`config.mk`:
```
export PLATFORM = sky130hd
export DESIGN_NAME = pipelined_round_divider
export DESIGN_NICKNAME = d
export VERILOG_FILES = /design/src/rtl/pipelined_divider_pkg.sv /design/src/rtl/divider_stage.sv /design/src/rtl/pipelined_round_divider.sv
export SDC_FILE = /design/constraint.sdc
export NUM_CORES = 1
export LEC_CHECK = 0
export CORE_ASPECT_RATIO = 0.75
export CORE_MARGIN = 2
export CORE_UTILIZATION = 55
export DETAILED_ROUTE_END_ITERATION = 8
export HOLD_SLACK_MARGIN = 0.05
export PLACE_DENSITY_LB_ADDON = 0.08
export SLEW_MARGIN = 25
export SYNTH_ARGS = -nofsm -noshare
export SYNTH_HDL_FRONTEND = slang
export SYNTH_SLANG_ARGS = --single-unit
```
`constraint.sdc`:
```
create_clock -name clock -period 69 [get_ports clock]
set_clock_uncertainty 0.15 [all_clocks]
set_input_delay 17.25 -clock clock [delete_from_list [all_inputs] [get_ports clock]]
set_output_delay 17.25 -clock clock [all_outputs]
set_load 0.01 [all_outputs]
```
`src/rtl/pipelined_divider_pkg.sv`:
```
// Shared types and constants for the pipelined signed-by-unsigned round divider.
package pipelined_divider_pkg;

  localparam logic ROUND_TRUNC   = 1'b0;
  localparam logic ROUND_NEAREST = 1'b1;

  typedef struct packed {
    logic neg;   // dividend was negative
    logic mode;  // ROUND_TRUNC or ROUND_NEAREST
    logic dbz;   // divisor was zero
  } ctrl_t;

  function automatic int pipe_latency(input int dividend_width);
    return dividend_width + 2;
  endfunction

endpackage

```
`src/rtl/divider_stage.sv`:
```
// One restoring-division step: resolves quotient bit bit_index of |dividend|.
module divider_stage
  import pipelined_divider_pkg::*;
#(
  parameter int dividend_width = 12,
  parameter int divisor_width  = 6,
  parameter int tag_width      = 6,
  parameter int bit_index      = 0
) (
  input  logic                      clock,
  input  logic                      reset,
  input  logic                      advance,
  input  logic                      in_valid,
  input  logic [dividend_width-1:0] in_rem,
  input  logic [dividend_width-1:0] in_quo,
  input  logic [divisor_width-1:0]  in_div,
  input  ctrl_t                     in_ctrl,
  input  logic [tag_width-1:0]      in_tag,
  output logic                      out_valid,
  output logic [dividend_width-1:0] out_rem,
  output logic [dividend_width-1:0] out_quo,
  output logic [divisor_width-1:0]  out_div,
  output ctrl_t                     out_ctrl,
  output logic [tag_width-1:0]      out_tag
);

  localparam int W  = dividend_width;
  localparam int XW = dividend_width + divisor_width;

  logic [XW-1:0]            shifted_div;
  logic                     fits;
  logic                     valid_d, valid_q;
  logic [W-1:0]             rem_d, rem_q, quo_d, quo_q;
  logic [divisor_width-1:0] div_d, div_q;
  ctrl_t                    ctrl_d, ctrl_q;
  logic [tag_width-1:0]     tag_d, tag_q;

  // NOTE: every variable gets a value on every path through this block, so no latch is inferred.
  always_comb begin
    shifted_div    = {{W{1'b0}}, in_div} << bit_index;
    fits           = {{divisor_width{1'b0}}, in_rem} >= shifted_div;
    valid_d        = in_valid;
    rem_d          = fits ? in_rem - shifted_div[W-1:0] : in_rem;
    quo_d          = in_quo;
    quo_d[bit_index] = fits;
    div_d          = in_div;
    ctrl_d         = in_ctrl;
    tag_d          = in_tag;
  end

  // NOTE: sequential state uses non-blocking assignments so all stages sample the same edge.
  always_ff @(posedge clock) begin
    if (reset) begin
      valid_q <= 1'b0;
    end else if (advance) begin
      valid_q <= valid_d;
    end
  end

  // NOTE: datapath registers are not reset; the valid bit alone qualifies their contents.
  always_ff @(posedge clock) begin
    if (advance) begin
      rem_q  <= rem_d;
      quo_q  <= quo_d;
      div_q  <= div_d;
      ctrl_q <= ctrl_d;
      tag_q  <= tag_d;
    end
  end

  assign out_valid = valid_q;
  assign out_rem   = rem_q;
  assign out_quo   = quo_q;
  assign out_div   = div_q;
  assign out_ctrl  = ctrl_q;
  assign out_tag   = tag_q;

endmodule

```
`src/rtl/pipelined_round_divider.sv`:
```
// Fully pipelined signed/unsigned divider with rounding and valid/ready backpressure.
// Remainder output is built only when PIPELINED_ROUND_DIVIDER_REMAINDER_EN is defined.
module pipelined_round_divider
  import pipelined_divider_pkg::*;
#(
  parameter int dividend_width = 12,
  parameter int divisor_width  = 6,
  parameter int tag_width      = 6
) (
  input  logic                      clock,
  input  logic                      reset,
  input  logic                      input_valid,
  output logic                      input_ready,
  input  logic [tag_width-1:0]      input_tag,
  input  logic                      round_mode,
  input  logic [divisor_width-1:0]  divisor,
  input  logic [dividend_width-1:0] dividend,
  output logic                      output_valid,
  input  logic                      output_ready,
  output logic [tag_width-1:0]      output_tag,
  output logic [dividend_width-1:0] quotient,
  output logic [dividend_width-1:0] remainder,
  output logic                      div_by_zero
);

  localparam int W = dividend_width;
  localparam int D = divisor_width;
  localparam int T = tag_width;

  logic advance;

  // Stage-indexed pipeline; index 0 is the input register, index W the last restoring step.
  logic         valid_s [0:W];
  logic [W-1:0] rem_s   [0:W];
  logic [W-1:0] quo_s   [0:W];
  logic [D-1:0] div_s   [0:W];
  ctrl_t        ctrl_s  [0:W];
  logic [T-1:0] tag_s   [0:W];

  logic         valid0_d, valid0_q;
  logic [W-1:0] mag0_d, mag0_q;
  logic [D-1:0] div0_d, div0_q;
  ctrl_t        ctrl0_d, ctrl0_q;
  logic [T-1:0] tag0_d, tag0_q;

  assign advance     = !output_valid || output_ready;
  assign input_ready = advance;

  always_comb begin
    valid0_d     = input_valid;
    mag0_d       = dividend[W-1] ? -dividend : dividend;
    div0_d       = divisor;
    ctrl0_d.neg  = dividend[W-1];
    ctrl0_d.mode = round_mode ? ROUND_NEAREST : ROUND_TRUNC;
    ctrl0_d.dbz  = (divisor == '0);
    tag0_d       = input_tag;
  end

  always_ff @(posedge clock) begin
    if (reset) begin
      valid0_q <= 1'b0;
    end else if (advance) begin
      valid0_q <= valid0_d;
    end
  end

  always_ff @(posedge clock) begin
    if (advance) begin
      mag0_q  <= mag0_d;
      div0_q  <= div0_d;
      ctrl0_q <= ctrl0_d;
      tag0_q  <= tag0_d;
    end
  end

  assign valid_s[0] = valid0_q;
  assign rem_s[0]   = mag0_q;
  assign quo_s[0]   = '0;
  assign div_s[0]   = div0_q;
  assign ctrl_s[0]  = ctrl0_q;
  assign tag_s[0]   = tag0_q;

  for (genvar k = 1; k <= W; k++) begin : g_stage
    divider_stage #(
      .dividend_width(W),
      .divisor_width (D),
      .tag_width     (T),
      .bit_index     (W - k)
    ) u_stage (
      .clock    (clock),
      .reset    (reset),
      .advance  (advance),
      .in_valid (valid_s[k-1]),
      .in_rem   (rem_s[k-1]),
      .in_quo   (quo_s[k-1]),
      .in_div   (div_s[k-1]),
      .in_ctrl  (ctrl_s[k-1]),
      .in_tag   (tag_s[k-1]),
      .out_valid(valid_s[k]),
      .out_rem  (rem_s[k]),
      .out_quo  (quo_s[k]),
      .out_div  (div_s[k]),
      .out_ctrl (ctrl_s[k]),
      .out_tag  (tag_s[k])
    );
  end

  logic         round_up;
  logic [W-1:0] q_mag;
  logic         output_valid_d, output_valid_q;
  logic [W-1:0] quotient_d, quotient_q;
  logic [T-1:0] output_tag_d, output_tag_q;
  logic         div_by_zero_d, div_by_zero_q;

  // A zero divisor leaves the magnitude untouched in rem_s[W], which becomes the remainder.
  always_comb begin
    round_up       = (ctrl_s[W].mode == ROUND_NEAREST) && !ctrl_s[W].dbz &&
                     ({rem_s[W], 1'b0} >= {{(W + 1 - D){1'b0}}, div_s[W]});
    q_mag          = quo_s[W] + {{(W - 1){1'b0}}, round_up};
    output_valid_d = valid_s[W];
    output_tag_d   = tag_s[W];
    div_by_zero_d  = ctrl_s[W].dbz;
    quotient_d     = ctrl_s[W].dbz ? '0 : (ctrl_s[W].neg ? -q_mag : q_mag);
  end

  always_ff @(posedge clock) begin
    if (reset) begin
      output_valid_q <= 1'b0;
      quotient_q     <= '0;
      output_tag_q   <= '0;
      div_by_zero_q  <= 1'b0;
    end else if (advance) begin
      output_valid_q <= output_valid_d;
      quotient_q     <= quotient_d;
      output_tag_q   <= output_tag_d;
      div_by_zero_q  <= div_by_zero_d;
    end
  end

  assign output_valid = output_valid_q;
  assign quotient     = quotient_q;
  assign output_tag   = output_tag_q;
  assign div_by_zero  = div_by_zero_q;

`ifdef PIPELINED_ROUND_DIVIDER_REMAINDER_EN
  logic [W-1:0] r_mag;
  logic [W-1:0] remainder_d, remainder_q;

  // Rounding up moves the quotient past the true value, so the remainder changes sign.
  always_comb begin
    r_mag       = round_up ? ({{(W - D){1'b0}}, div_s[W]} - rem_s[W]) : rem_s[W];
    remainder_d = (ctrl_s[W].neg ^ round_up) ? -r_mag : r_mag;
  end

  always_ff @(posedge clock) begin
    if (reset) begin
      remainder_q <= '0;
    end else if (advance) begin
      remainder_q <= remainder_d;
    end
  end

  assign remainder = remainder_q;
`else
  assign remainder = '0;
`endif

endmodule

```
==> results of run 1 <==
-- worst max-delay path, cell delays in order --
cell and delay [ns]:
clkdlybuf4s50_1 0.47, nor2b_2 0.04, buf_4 0.22, inv_8 0.58, clkdlybuf4s50_1 0.68
-- cell usage after synthesis, types with 19 or more instances --
| library cell | count | area, um2 |
|---|---|---|
| o21ai_0 | 70 | 350 |
| xnor2_1 | 40 | 350 |
| nor3_1 | 19 | 95.1 |
| nand2_1 | 100 | 375 |
| nor2b_1 | 21 | 131 |
| nor2_1 | 42 | 158 |
| edfxtp_1 | 429 | 12900 |
| a21oi_1 | 53 | 265 |
| dfxtp_1 | 33 | 661 |
| xor2_1 | 28 | 245 |
| nor4_1 | 21 | 131 |
| ha_1 | 66 | 826 |
| nand2b_1 | 19 | 119 |
| inv_1 | 97 | 364 |
-- cell type report --
cell class,count,area (um2),share of cell area
clock buffers,49,1140,0.0540
clock inverters,28,382,0.0181
inverters,97,372,0.0176
multi-input cells,653,4580,0.217
flip-flops and latches,462,13500,0.641
well taps,450,563,0.0266
repair buffers,58,558,0.0264
-- kinds of logic (layout without fill, tap and decap cells) --
kind of cell | Yosys count | count (layout) | share of synthesized area
muxes | 27 | 27 | 0.0159
and+or+nand+nor | 282 | 282 | 0.0778
adders and majority gates | 77 | 77 | 0.0562
xor gates and xnor gates | 68 | 68 | 0.0320
DFF | 462 | 462 | 0.727
buffers and inverters | 134 | 232 | 0.0298
AOI/OAI and AO/OA | 187 | 187 | 0.0609
other | 1 | 12 | 0.000201
-- worst paths after layout --
kind | startpoint | end | cells past startpoint
worst max register to register | g_stage[12].u_stage.out_rem[0]$_DFFE_PP_ | quotient[11]$_SDFFE_PP0P_ | 17
worst min-delay path | g_stage[9].u_stage.out_quo[7]$_DFFE_PP_ | g_stage[10].u_stage.out_quo[7]$_DFFE_PP_ | 0
worst min register to register | g_stage[9].u_stage.out_quo[7]$_DFFE_PP_ | g_stage[10].u_stage.out_quo[7]$_DFFE_PP_ | 0
worst max-delay path | output_ready | input_ready | 5
-- state kept, by name (all words and copies together) (netlist names), 12 cells and up --
name / flops
g_stage.u_stage.out_quo: 78
g_stage.u_stage.out_rem: 144
g_stage.u_stage.out_ctrl: 36
g_stage.u_stage.out_valid: 12
g_stage.u_stage.out_tag: 72
quotient: 12
g_stage.u_stage.out_div: 72
mag0_q: 12
-- per-layer routing --
metal,vias up,wire length [um],global-route usage
met3,49,1230,0.0382
met2,152,12300,0.246
met1,4408,12700,0.219
li1,4695,-,-
met5,-,0,0
met4,0,630,0.0535
-- where the power goes --
part | internal [W] | total, W | leakage (nW) | switching [W]
Clock | 0.000153 | 0.000251 | 0.742 | 0.0000981
Combinational | 0.0000660 | 0.000139 | 2.52 | 0.0000729
Sequential | 0.000358 | 0.000383 | 4.92 | 0.0000244
-- metrics by stage --
stage	util	area (um2)	worst slack, ns	cells	total power, W
after floorplan	-	18700	22.41	1249	0.000490
after global placement	0.586	19600	32.26	1720	0.000521
after detailed placement	0.586	19600	32.25	1720	0.000527
after CTS	0.631	21100	32.24	1797	0.000781
after global routing	0.632	21100	32.13	1797	0.000817
final	0.632	21100	32.24	1797	0.000773
==> impl_metrics.ini, run 1 <==
[power_and_ir_drop]
max-vdd-ir-drop_mv = 0.0196
power.density_nw_per_um2 = 36.6
p_leak_nw = 8.19

[placement]
dp_hpwl_mm = 17.9
portBuffers = 49
gp_congestion = 0.835

[floorplan]
die_area_um2 = 35400
fp.dieW_um = 216
io_pins = 62
fp.dieH_um = 163
placement_rows = 58
start_util = 0.557
core_um2 = 33500

[timing]
clock.fmax_mhz = 27.2
final_max_slew_viol_count = 0
tightestPinTransition_ns = 0.932
slew_headroom = 0.377
hold-worst-slack_ns = 0.262
setup_viol = 0
rsz0062_at_grt = false
setup_tns_ns = 0
final-hold-violation-count = 0
period_needed_ns = 36.76
fin_crit_sh = 0.533

[synthesis]
ys.flop_type = edfxtp_1
synth-seq-cells = 462
yosys_warnings = 0
synth-edff-count = 429
netlist_area_um2 = 18600
async_flop_share = 0
syn_inst = 1238
syn_area_per_cell_um2 = 15.0
synth.distinct_cells = 68
yosysSeqAreaShare = 0.727

[worst_setup_path]
crit_fanout = 124
crit_path_end_kind = output pin
r2r_slack_ns = 64.88
crit_path_start_kind = input port
crit_arrival_ns = 19.36
required_ns = 51.60
worstSetupPathType = in -> out

[finish]
fin_nets = 1422
drive_gt1_frac = 0.0765
layout_commonest_cell = edfxtp_1
fill_cells = 2414
antenna_cells = 0
final_cell_mix = 429 x edfxtp_1, 100 x nand2_1, 96 x inv_1, 70 x o21ai_0, 66 x ha_1
area_delta_synth_final_pct = 13.5

[worst_hold_path]
min_path_type = reg -> reg

[run]
cap_viol_max_count = 0

[clock_network]
clock_latency_ns = 0.54
cts_setup_buffers = 0
postCtsHoldBufs = 0
cts-htree-levels = 2
cts_root_buf = clkbuf_16
clockBufferDepth = 3
ctsResizeCount = 0
clkTransAtPathRegs_ns = 0.06
cts_tree = done
clkSinkCount = 462
cts_buffers = 44

[grt]
gr-total-overflow = 0
grt_pass1_wl_mm = 45.0
grt_pass1_vias = 9092
grt_use_total = 0.157
grt_start_max_net_pins = 125
antenna_found_initial = 0

[drt]
vias_per_cell = 5.18
wire_per_inst_um = 14.9
drt_wl_total_mm = 26.8
num_vias = 9304
ant_nets = 0
drc = 0
drtIter0Drc = 607
first_pass_iters = 5

[run_status]
status = completed
No activity file was read; power rests on OpenSTA's default activity.
==> run 2: changes to the inputs <==
- clock period: 69 -> 35.3 ns (I/O delays scaled with it)
==> run 2 against run 1 <==
Net effect: die area stayed put; power is 90% higher; global-route usage is 0.38 points lower; flip-flop and latch count stayed put; worst hold slack better by 0.0023 ns; critical path type unchanged; clock power is 77% higher; register-to-register slack worse by 34 ns; count of clock-buffer cells in the layout is 5 higher.
==> impl_metrics.ini, run 2 (synthesized netlist as in run 1, its figures left out) <==
[placement]
placed_area_um2 = 19600
dp_hpwl_mm = 17.6
gp_congestion = 0.844
portBuffers = 49

[power_and_ir_drop]
power.density_nw_per_um2 = 69.8
combPwrFrac = 0.185
cellInternalPower_w = 0.00109
p_leak_nw = 8.12
max-vdd-ir-drop_mv = 0.0388
pwr-share-clk = 0.304
p_switching_w = 0.000374
seq_power_share = 0.511
p_sw_frac = 0.256

[worst_hold_path]
min-delay-start = g_stage[5].u_stage.out_quo[11]$_DFFE_PP_
whs_path_depth = 0
min_to = g_stage[6].u_stage.out_quo[11]$_DFFE_PP_
min_path_type = reg -> reg

[grt]
grt_pass1_vias = 8944
grt_start_max_net_pins = 200
top_usage_layer = met2
grt_use_total = 0.153
antenna_found_initial = 0
grtUsageMet2 = 0.236
grt_pass1_wl_mm = 43.6
met1_usage = 0.220
gr-total-overflow = 0
gr-usage-met3 = 0.0322

[worst_setup_path]
crit_arrival_ns = 10.84
crit_fanout = 107
crit_path_end_kind = output pin
crit_path_start_kind = input port
r2r_slack_ns = 31.06
rr_worst_depth = 7
rr_startpoint = output_valid$_SDFFE_PP0P_
r2r_end = g_stage[9].u_stage.out_rem[0]$_DFFE_PP_
worstSetupPathType = in -> out
required_ns = 26.33

[clock_network]
clkTransAtPathRegs_ns = 0.06
cts_tree = done
postCtsHoldBufs = 0
clock_latency_ns = 0.54
cts_buffers = 43
cts_setup_buffers = 0
ctsResizeCount = 0
clkSinkCount = 462
clockBufferDepth = 3
cts-htree-levels = 2
cts_root_buf = clkbuf_16

[finish]
layout_commonest_cell = edfxtp_1
fin_nets = 1420
largest_reg_flops = 144
final_cell_mix = 429 x edfxtp_1, 100 x nand2_1, 96 x inv_1, 70 x o21ai_0, 66 x ha_1
postLayoutCoreUtil = 0.628
drive_gt1_frac = 0.0690
antenna_cells = 0
finalInstanceArea_um2 = 21000
area_delta_synth_final_pct = 12.8

[drt]
vias_per_cell = 5.18
num_vias = 9304
drt_wl_total_mm = 26.8
first_pass_iters = 5
wire_per_inst_um = 14.9
drc = 0
ant_nets = 0
drtIter0Drc = 659

[run]
cap_viol_max_count = 0

[timing]
period_needed_ns = 19.81
setup_tns_ns = 0
hold-worst-slack_ns = 0.264
rsz0062_at_grt = false
slew_headroom = 0.303
tightestPinTransition_ns = 1.05
setup_viol = 0
fin_crit_sh = 0.561
clock.fmax_mhz = 50.5
final-hold-violation-count = 0
final_max_slew_viol_count = 0

[floorplan]
placement_rows = 58
io_pins = 62
fp.dieH_um = 163
start_util = 0.557
die_area_um2 = 35400
fp.dieW_um = 216
core_um2 = 33500

[run_status]
status = completed
==> run 2: cell count changes in the layout (fill, tap and decap cells not counted), moves of 2 or more <==
cell	delta
clkbuf_1	+7
bufinv_16	-4
buf_4	-3
clkinv_1	+3
clkinv_4	-3
clkbuf_16	-2
==> run 2: critical path, cell delays in order <==
cell and delay [ns]:
clkdlybuf4s50_1 0.47, nor2b_2 0.04, buf_4 0.23, inv_8 0.50, clkdlybuf4s50_1 0.67
==> run 2: how the worst max path moves through the flow <==
stage | endpoint | depth (start not counted) | startpoint | slack, ns
floorplan | input_ready | 3 | output_ready | 5.56
CTS | input_ready | 5 | output_ready | 15.50
detailed placement | input_ready | 5 | output_ready | 15.52
finish | input_ready | 5 | output_ready | 15.49
global placement | input_ready | 5 | output_ready | 15.50
global route | input_ready | 5 | output_ready | 15.41
==> run 2: layout make-up <==
type                       instances  area, um2
clock buffer                      54       1120
clock inverter                    24        243
fill                            2479      12500
inverter                          97        372
multi-input combinational        653       4580
sequential                       462      13500
tap                              450        563
timing repair buffer              57        583
==> run 2: per-layer routing <==
metal | vias up | part of all wire
li1 | 4708 | -
met1 | 4419 | 0.49
met2 | 132 | 0.45
met3 | 45 | 0.037
met4 | 0 | 0.023
met5 | - | 0
==> run 2: power by group through the flow <==
| stage | combinational (W) | sequential [W] | clock, W |
|---|---|---|---|
| after floorplan | 0.000217 | 0.000740 | 0 |
| after global placement | 0.000263 | 0.000756 | 0 |
| after detailed placement | 0.000270 | 0.000760 | 0 |
| after CTS | 0.000272 | 0.000749 | 0.000460 |
| after global routing | 0.000310 | 0.000758 | 0.000480 |
| final | 0.000271 | 0.000748 | 0.000445 |
==> run 2: stage by stage <==
| stage | setup slack (ns) | std cells | total power (W) |
|---|---|---|---|
| 2_1_floorplan | 5.56 | 1249 | 0.000957 |
| 3_3_place_gp | 15.50 | 1718 | 0.00102 |
| 3_5_place_dp | 15.52 | 1718 | 0.00103 |
| 4_1_cts | 15.50 | 1796 | 0.00148 |
| 5_1_grt | 15.41 | 1797 | 0.00155 |
| 6_report | 15.49 | 1797 | 0.00147 |
==> run 3: changes to the inputs <==
- clock period: 35.3 -> 18.7 ns (I/O delays scaled with it)
==> run 3 against run 2 <==
Net effect: critical path depth is the same; sequential power grew 90%; via count grew 0.60%; count of clock-buffer cells in the layout shrank 8; worst hold slack lost 0.0093 ns; register-to-register slack lost 17 ns; design area is essentially flat; sequential share of layout area is essentially flat; non-clock buffer count grew 1; global-route usage grew 0.60 points.
==> impl_metrics.ini, run 3 (synthesized netlist as in run 1, its figures left out) <==
[run_status]
status = completed

[clock_network]
cts_root_buf = clkbuf_16
clock_latency_ns = 0.54
ctsResizeCount = 0
clkSinkCount = 462
cts_setup_buffers = 0
clkTransAtPathRegs_ns = 0.06
clockBufferDepth = 3
postCtsHoldBufs = 0
cts-htree-levels = 2
cts_tree = done
cts_buffers = 43

[drt]
wire_per_inst_um = 15.4
ant_nets = 0
first_pass_iters = 5
num_vias = 9360
vias_per_cell = 5.22
drtIter0Drc = 607
drt_wl_total_mm = 27.7
drc = 0

[finish]
largest_reg_flops = 144
antenna_cells = 0
final_cell_mix = 429 x edfxtp_1, 100 x nand2_1, 96 x inv_1, 70 x o21ai_0, 66 x ha_1
area_delta_synth_final_pct = 12.7
instances_no_fill = 1793
fin_nets = 1421
drive_gt1_frac = 0.0692
layout_commonest_cell = edfxtp_1

[grt]
met1_usage = 0.232
grt_use_total = 0.160
top_usage_layer = met2
grtUsageMet2 = 0.251
gr-usage-met3 = 0.0298
antenna_found_initial = 0
grt_start_max_net_pins = 121
grt_pass1_vias = 8864
gr-total-overflow = 0
grt_pass1_wl_mm = 45.1

[floorplan]
fp.dieH_um = 163
die_area_um2 = 35400
core_um2 = 33500
fp.dieW_um = 216
start_util = 0.557
io_pins = 62
placement_rows = 58

[worst_setup_path]
required_ns = 13.88
crit_path_end_kind = output pin
slowest_stage = clkdlybuf4s50_1
crit_path_start_kind = input port
worstSetupPathType = in -> out
path_cells = clkdlybuf4s50_1 -> nor2b_2 -> buf_4 -> inv_8 -> clkdlybuf4s50_1
critPathTopFamily = buffers and inverters
crit_top_cell = clkdlybuf4s50_1
crit_path_max_incr_delay_ns = 0.68
crit_buf_inv = 4
crit_fanout = 120
crit_arrival_ns = 6.78

[placement]
gp_congestion = 0.844
portBuffers = 49
dp.cells = 1720
dp_hpwl_mm = 18.6

[timing]
slew_headroom = 0.350
tightestPinTransition_ns = 0.971
rsz0062_at_grt = false
final-hold-violation-count = 0
setup_viol = 0
final_max_slew_viol_count = 0
setup_tns_ns = 0
period_needed_ns = 11.60
fin_crit_sh = 0.620
clock.fmax_mhz = 86.2

[power_and_ir_drop]
p_leak_nw = 8.11
power.density_nw_per_um2 = 132
max-vdd-ir-drop_mv = 0.0782

[worst_hold_path]
min_path_type = reg -> reg

[run]
cap_viol_max_count = 0
[run 3: power by group]
part,internal [W],leakage (nW),switching (W)
clock,0.000495,0.665,0.000349
combinational,0.000243,2.52,0.000272
sequential,0.00132,4.92,0.0000937
total,0.00206,8.11,0.000715
[run 3: path summary, 6_finish.rpt]
check / from / end / slack (ns) / cells past startpoint
min: g_stage[9].u_stage.out_ctrl[2]$_DFFE_PP_ / g_stage[10].u_stage.out_ctrl[2]$_DFFE_PP_ / 0.25 / 0
max reg2reg: output_valid$_SDFFE_PP0P_ / g_stage[7].u_stage.out_rem[10]$_DFFE_PP_ / 13.68 / 7
max: output_ready / input_ready / 7.10 / 5
min reg2reg: g_stage[9].u_stage.out_ctrl[2]$_DFFE_PP_ / g_stage[10].u_stage.out_ctrl[2]$_DFFE_PP_ / 0.25 / 0
[run 3: layout make-up]
class | count | area, um2
sequential | 462 | 13500
clock inverter | 27 | 263
tap | 450 | 563
timing repair buffer | 58 | 558
fill | 2442 | 12500
clock buffer | 46 | 1110
multi-input combinational | 653 | 4580
inverter | 97 | 372
[run 3: per-layer routing]
metal | wire (um) | vias up
li1 | - | 4700
met5 | 0 | -
met4 | 412 | 0
met3 | 1060 | 35
met1 | 13300 | 4477
met2 | 12900 | 148
[run 3: stage by stage]
stage | instance area [um2] | util | total power, W | setup WS (ns) | hold slack (ns)
floorplan | 18700 | - | 0.00181 | 3.33 | 0.250
global placement | 19600 | 0.586 | 0.00193 | 7.13 | 0.251
detailed placement | 19600 | 0.586 | 0.00195 | 7.13 | 0.255
CTS | 21000 | 0.627 | 0.00280 | 7.11 | 0.259
global route | 21000 | 0.627 | 0.00293 | 7.00 | 0.264
finish | 21000 | 0.627 | 0.00278 | 7.10 | 0.254
